===== config.mk =====
export PLATFORM = sky130hd
export DESIGN_NAME = fifo_coder_wr_arbiter
export DESIGN_NICKNAME = d
export VERILOG_FILES = /design/src/rtl/fifo_coder_pkg.sv /design/src/rtl/fifo_coder_wr_arbiter_rr_pick.sv /design/src/rtl/fifo_coder_wr_arbiter.sv
export SDC_FILE = /design/constraint.sdc
export NUM_CORES = 1
export LEC_CHECK = 0
export BUFFER_PORTS_ARGS = -buffer_cell sky130_fd_sc_hd__buf_2
export CORE_UTILIZATION = 31
export DETAILED_ROUTE_END_ITERATION = 8
export GPL_ROUTABILITY_DRIVEN = 0
export PLACE_DENSITY_LB_ADDON = 0.05
export REMOVE_ABC_BUFFERS = 1
export SLEW_MARGIN = 20
export SYNTH_ARGS = -nofsm -noshare
export SYNTH_HDL_FRONTEND = slang
export SYNTH_SLANG_ARGS = --single-unit

===== constraint.sdc =====
create_clock -name clk -period 2 [get_ports clk]
set_clock_uncertainty 0.1 [all_clocks]
set_input_delay 0.6 -clock clk [delete_from_list [all_inputs] [get_ports clk]]
set_output_delay 0.6 -clock clk [all_outputs]
set_load 0.05 [all_outputs]

===== src/rtl/fifo_coder_pkg.sv =====
// Shared types and constants for the FIFO_coder write side of the Huffman coder.
package fifo_coder_pkg;

  localparam int unsigned DATA_W      = 32;
  localparam int unsigned FIFO_DEPTH  = 16;
  localparam int unsigned NUM_REQ_DEF = 4;
  localparam int unsigned GRANT_W     = $clog2(NUM_REQ_DEF);

  typedef enum logic {
    ST_IDLE  = 1'b0,
    ST_BURST = 1'b1
  } arb_state_e;

  // Width of a producer index; at least one bit.
  function automatic int unsigned grant_width(input int unsigned n);
    return (n > 1) ? $clog2(n) : 1;
  endfunction

endpackage


===== src/rtl/fifo_coder_wr_arbiter_rr_pick.sv =====
// Combinational round-robin picker: first set req bit strictly after rr_ptr, wrapping.
module rr_pick
  import fifo_coder_pkg::*;
#(
  parameter int unsigned NUM_REQ = NUM_REQ_DEF,
  parameter int unsigned GW      = grant_width(NUM_REQ)
) (
  input  logic [NUM_REQ-1:0] req,
  input  logic [GW-1:0]      rr_ptr,
  output logic               found,
  output logic [GW-1:0]      index
);

  int unsigned     cand;
  logic [GW-1:0]   cidx;

  // Walk from farthest to nearest so the nearest valid index after rr_ptr wins.
  always_comb begin
    found = |req;
    index = '0;
    cand  = '0;
    cidx  = '0;
    for (int unsigned k = 0; k < NUM_REQ; k++) begin
      cand = (32'(rr_ptr) + NUM_REQ - k) % NUM_REQ;
      cidx = GW'(cand);
      if (req[cidx]) index = cidx;
    end
  end

endmodule


===== src/rtl/fifo_coder_wr_arbiter.sv =====
// Round-robin burst arbiter sharing the FIFO_coder write port between producers.
// Optional statistics counters are built when ARB_STATS_EN is defined.
module fifo_coder_wr_arbiter
  import fifo_coder_pkg::*;
#(
  parameter int unsigned NUM_REQ   = NUM_REQ_DEF,
  parameter int unsigned DATA_W    = fifo_coder_pkg::DATA_W,
  parameter int unsigned MAX_BURST = 4
) (
  input  logic                             clk,
  input  logic                             rst,
  input  logic [NUM_REQ-1:0]               req_valid,
  input  logic [NUM_REQ-1:0]               req_last,
  input  logic [NUM_REQ*DATA_W-1:0]        req_data,
  output logic [NUM_REQ-1:0]               req_ready,
  output logic                             fifo_wr,
  output logic [DATA_W-1:0]                fifo_data_in,
  input  logic                             fifo_full,
  input  logic                             fifo_threshold,
  output logic [grant_width(NUM_REQ)-1:0]  grant_id,
  output logic                             busy
`ifdef ARB_STATS_EN
  ,
  output logic [NUM_REQ*16-1:0]            word_cnt,
  output logic [15:0]                      stall_cnt
`endif
);

  localparam int unsigned GW    = grant_width(NUM_REQ);
  localparam int unsigned CNT_W = $clog2(MAX_BURST + 1);

  arb_state_e        state_q, state_d;
  logic [GW-1:0]     rr_ptr, ptr_d, grant_d, pick_idx;
  logic [CNT_W-1:0]  burst_cnt, cnt_d, cnt_inc;
  logic              pick_found, in_burst, sel_valid, sel_last, xfer;
  logic [DATA_W-1:0] words [NUM_REQ];
  logic [DATA_W-1:0] sel_data;

  rr_pick #(.NUM_REQ(NUM_REQ), .GW(GW)) u_rr_pick (
    .req    (req_valid),
    .rr_ptr (rr_ptr),
    .found  (pick_found),
    .index  (pick_idx)
  );

  // State register; rr_ptr resets to the last index so producer 0 wins first.
  always_ff @(posedge clk or posedge rst) begin
    if (rst) begin
      state_q   <= ST_IDLE;
      grant_id  <= '0;
      rr_ptr    <= GW'(NUM_REQ - 1);
      burst_cnt <= '0;
    end else begin
      state_q   <= state_d;
      grant_id  <= grant_d;
      rr_ptr    <= ptr_d;
      burst_cnt <= cnt_d;
    end
  end

  // Granted-producer datapath; write is gated by fifo_full so overflow is impossible.
  always_comb begin
    for (int unsigned k = 0; k < NUM_REQ; k++) begin
      words[k] = req_data[k*DATA_W +: DATA_W];
    end
    in_burst  = (state_q == ST_BURST);
    sel_valid = req_valid[grant_id];
    sel_last  = req_last[grant_id];
    sel_data  = words[grant_id];
    xfer      = in_burst & sel_valid & ~fifo_full;
    req_ready = '0;
    if (in_burst && !fifo_full) req_ready[grant_id] = 1'b1;
    fifo_wr      = xfer;
    fifo_data_in = in_burst ? sel_data : '0;
  end

  always_comb begin
    state_d = state_q;
    grant_d = grant_id;
    ptr_d   = rr_ptr;
    cnt_d   = burst_cnt;
    cnt_inc = burst_cnt + CNT_W'(1);
    case (state_q)
      ST_IDLE: begin
        if (pick_found && !fifo_threshold) begin
          grant_d = pick_idx;
          cnt_d   = '0;
          state_d = ST_BURST;
        end
      end
      ST_BURST: begin
        // Only a completed transfer can end a burst; stalls and idle producers hold it.
        if (xfer) begin
          cnt_d = cnt_inc;
          if (sel_last || (cnt_inc == CNT_W'(MAX_BURST))) begin
            state_d = ST_IDLE;
            ptr_d   = grant_id;
          end
        end
      end
      default: state_d = ST_IDLE;
    endcase
  end

  assign busy = (state_q == ST_BURST);

`ifdef ARB_STATS_EN
  logic [15:0] wc_q [NUM_REQ];

  // Saturating per-producer word counters and a stall-cycle counter.
  always_ff @(posedge clk or posedge rst) begin
    if (rst) begin
      for (int unsigned k = 0; k < NUM_REQ; k++) wc_q[k] <= '0;
      stall_cnt <= '0;
    end else begin
      if (xfer && (wc_q[grant_id] != 16'hFFFF)) wc_q[grant_id] <= wc_q[grant_id] + 16'd1;
      if (in_burst && sel_valid && fifo_full && (stall_cnt != 16'hFFFF))
        stall_cnt <= stall_cnt + 16'd1;
    end
  end

  always_comb begin
    for (int unsigned k = 0; k < NUM_REQ; k++) word_cnt[k*16 +: 16] = wc_q[k];
  end
`endif

endmodule

==> results by group <==
Timing
  • Hold slack: 210.4 ps
  • Top achievable clock speed: 415.3 MHz
  • Rel. slew slack: 79.13%
  • Max-slew violations: 0
  • Final Hold Viols: 0
  • Tmin final: 2408 ps
  • Slew of the pin with the lowest slew margin: 312.7 ps
  • Setup-failing EPs final: 37
  • Unrepaired setup endpoints after global routing: yes
  • Final WS setup: -407.6 ps
  • Fin crit share: 120.4%

Setup path
  • CP arrival: 1710 ps
  • Reg2Reg Launch Point: grant_id[0]$_DFFE_PP0P_
  • Worst R2R Setup Slack: -70 ps
  • Crit end category: output pin
  • RR Endpoint: rr_ptr[1]$_DFFE_PP1P_
  • Crit Path Max Fanout: 7
  • Critical path class: flip-flop to output pin
  • Crit start category: flip-flop
  • Reg2Reg Depth: 8
  • CP required: 1300 ps

Pwr
  • Switching pwr: 2980 uW
  • Seq pwr share: 5.6%
  • Logic gate share of total power: 91.0%
  • Clk network pwr share: 3.5%
  • Pwr Density: 1854 nW/um2
  • Pint: 3063 uW
  • Lkg Pwr: 0.001609 uW
  • Sw frac: 49.32%
  • Peak VDD IR: 0.9001 mV

Synth
  • Synth area leaders: mux4_2 50%, and2_1 13%, dfrtp_1 9.9%, dfstp_2 3.5%, buf_2 2.0%
  • Post-synthesis sequential area ratio: 13.36%
  • Yosys reg bits: 8
  • Largest family of logic cells by synthesized area: multiplexers
  • Post-synthesis compound-gate area fraction: 6.101%
  • Yosys warns: 0
  • Adder-cell share of the synthesized area: 1.649%
  • Post-synthesis xor/xnor area fraction: 0.5771%
  • Simple-gate share of the synthesized area: 20.77%
  • Mux cell area share after synthesis: 52.10%
  • Cell taking the most area after synthesis: mux4_2
  • Dominant synthesized flop cell: dfrtp_1
  • Syn avg cell area: 11.59 um2
  • Synth Instances: 131
  • Yosys top cell area share: 50.45%
  • Async SR Flop Fraction: 100.0%
  • Post-synth EDFFs: 0
  • Synth cell types: 31
  • Post-Syn Area: 1518 um2

Layout
  • Final core occ: 69.01%
  • Most frequent cells in the layout: 142 x buf_2, 34 x mux4_2, 32 x buf_6
  • Fin nets: 475
  • Ant diodes: 0
  • Commonest non-fill, non-tap cell in the layout: buf_2
  • Area delta synth->final: 114.8%
  • Share of post-route cells with drive strength above 1: 87.65%
  • Fillers: 354

Global route
  • Global-route usage over all layers: 21.42%
  • Met1 usage: 26.82%
  • Gr busiest metal: met2
  • Vias in the first global route: 1806
  • Largest net degree at the start of global routing: 37
  • First-pass GRT wire length: 8618 um
  • Grt ovf: 0
  • Initial antenna violation count: 0
  • GR Layer Usage met2: 38.16%
  • Met3 GRT Util: 2.639%

Run status
  • Status: complete, but fails checks
  • Violated checks: setup timing

Floorplanning
  • Initial Utilization: 32.13%
  • Height of the die: 71.97 um
  • Std-Cell Core Area: 4723 um2
  • Placement row count: 25
  • Die Area: 5180 um2
  • Die W: 71.97 um
  • I/O pin cnt: 180

Clock network
  • Clock transition at the registers of the reported paths: 50 ps
  • Clock Tree Root: clkbuf_8
  • Number of buffers created by CTS: 3
  • CTS tree: built
  • H-tree levels: 1
  • Skew-Pair Late Insertion Delay: 230 ps
  • CTS Sinks: 8
  • Maximum root-to-sink buffer count: 2
  • Hold_buf cts: 0

Worst hold path
  • Class of the worst hold path: input pin to async pin

Drt
  • Vias: 1957
  • Initial DRC Count: 44
  • DRC Markers: 0
  • ANT nets after route: 0
  • Initial DRT Pass Iterations: 4
  • Vias per std cell: 4.905
  • DR WL/cell: 15.62 um
  • Detailed Route WL: 6232 um

Placed design
  • Port bufs: 179
  • DP HPWL: 4591 um
  • Pre-CTS setup slack: -254.6 ps

Run
  • Max Cap Viol: 0
## cell type report
| type | instances | area [um2] | area share (%) |
|---|---|---|---|
| clock buffers | 4 | 45.04 | 1.382 |
| multi-input cells | 105 | 1373 | 42.11 |
| well taps | 67 | 83.83 | 2.572 |
| inverters | 6 | 25.02 | 0.7678 |
| repair buffers | 209 | 1529 | 46.91 |
| flip-flops and latches | 8 | 203.9 | 6.257 |
## logic make-up after synthesis
kind of cell,Yosys count
simple gates,54
mux,36
buf+inv,18
compound gates,12
flops,8
fa+ha+maj,2
xor+xnor,1
## worst max-delay path: stages, from the launching register on
cell and delay (ps):
dfrtp_2 410, buf_6 120, buf_8 120, mux4_2 500, and2_4 170, buf_6 140
## how the worst max path moves through the flow
| stage | startpoint | endpoint | slack (ps) |
|---|---|---|---|
| after global routing | grant_id[0]$_DFFE_PP0P_ | fifo_data_in[10] | -450 |
| after floorplan | grant_id[0]$_DFFE_PP0P_ | req_ready[1] | -2400 |
| after global placement | req_data[104] | fifo_data_in[8] | -240 |
| after CTS | grant_id[0]$_DFFE_PP0P_ | fifo_data_in[19] | -410 |
| final | grant_id[0]$_DFFE_PP0P_ | fifo_data_in[14] | -410 |
| after detailed placement | req_data[104] | fifo_data_in[8] | -250 |
## repair_timing
action	CTS	global route
setup buffers	6	3
pin swaps	8	14
cloned	1	0
setup endpoints to repair	37	40
gates resized for setup	103	54
## per-layer routing
| layer | vias up | share of wire [%] |
|---|---|---|
| li1 | 918 | - |
| met1 | 924 | 37 |
| met2 | 101 | 56 |
| met3 | 14 | 5.3 |
| met4 | 0 | 2.3 |
| met5 | - | 0 |
## metrics by stage
step                      setup TNS (ps)  instance area [um2]  power, uW  std cells
after CTS                         -13120                 3088       5597        397
after global routing              -14630                 3259       6317        399
after detailed placement           -6925                 2634       4354        386
final                             -12600                 3259       6043        399
after floorplan                   -62960                 1458       3314        119
after global placement             -6595                 2634       4330        386
## Yosys cell counts, types with 2 or more instances
| master | instances |
|---|---|
| and2_1 | 32 |
| buf_2 | 6 |
| clkbuf_1 | 4 |
| dfrtp_1 | 6 |
| dfstp_2 | 2 |
| ha_1 | 2 |
| inv_1 | 6 |
| mux4_2 | 34 |
| nand2_1 | 5 |
| nand2b_1 | 2 |
| nand3_1 | 4 |
| nor2_1 | 3 |
| nor2b_1 | 3 |
| nor4_1 | 2 |
| o211ai_1 | 2 |
| o21ai_0 | 3 |
## power groups by stage
| stage | Clock, uW | Combinational [uW] | Sequential [uW] |
|---|---|---|---|
| 3_3_place_gp | 0 | 3990 | 341 |
| 6_report | 210 | 5500 | 337 |
| 4_1_cts | 213 | 5050 | 330 |
| 5_1_grt | 223 | 5750 | 345 |
| 2_1_floorplan | 0 | 2640 | 673 |
| 3_5_place_dp | 0 | 4010 | 342 |
## state kept, by name, summed over array words and instances, names as in the netlist
name,flops
burst_cnt,3
grant_id,2
rr_ptr,2
busy,1
No activity file was read; power rests on OpenSTA's default activity.
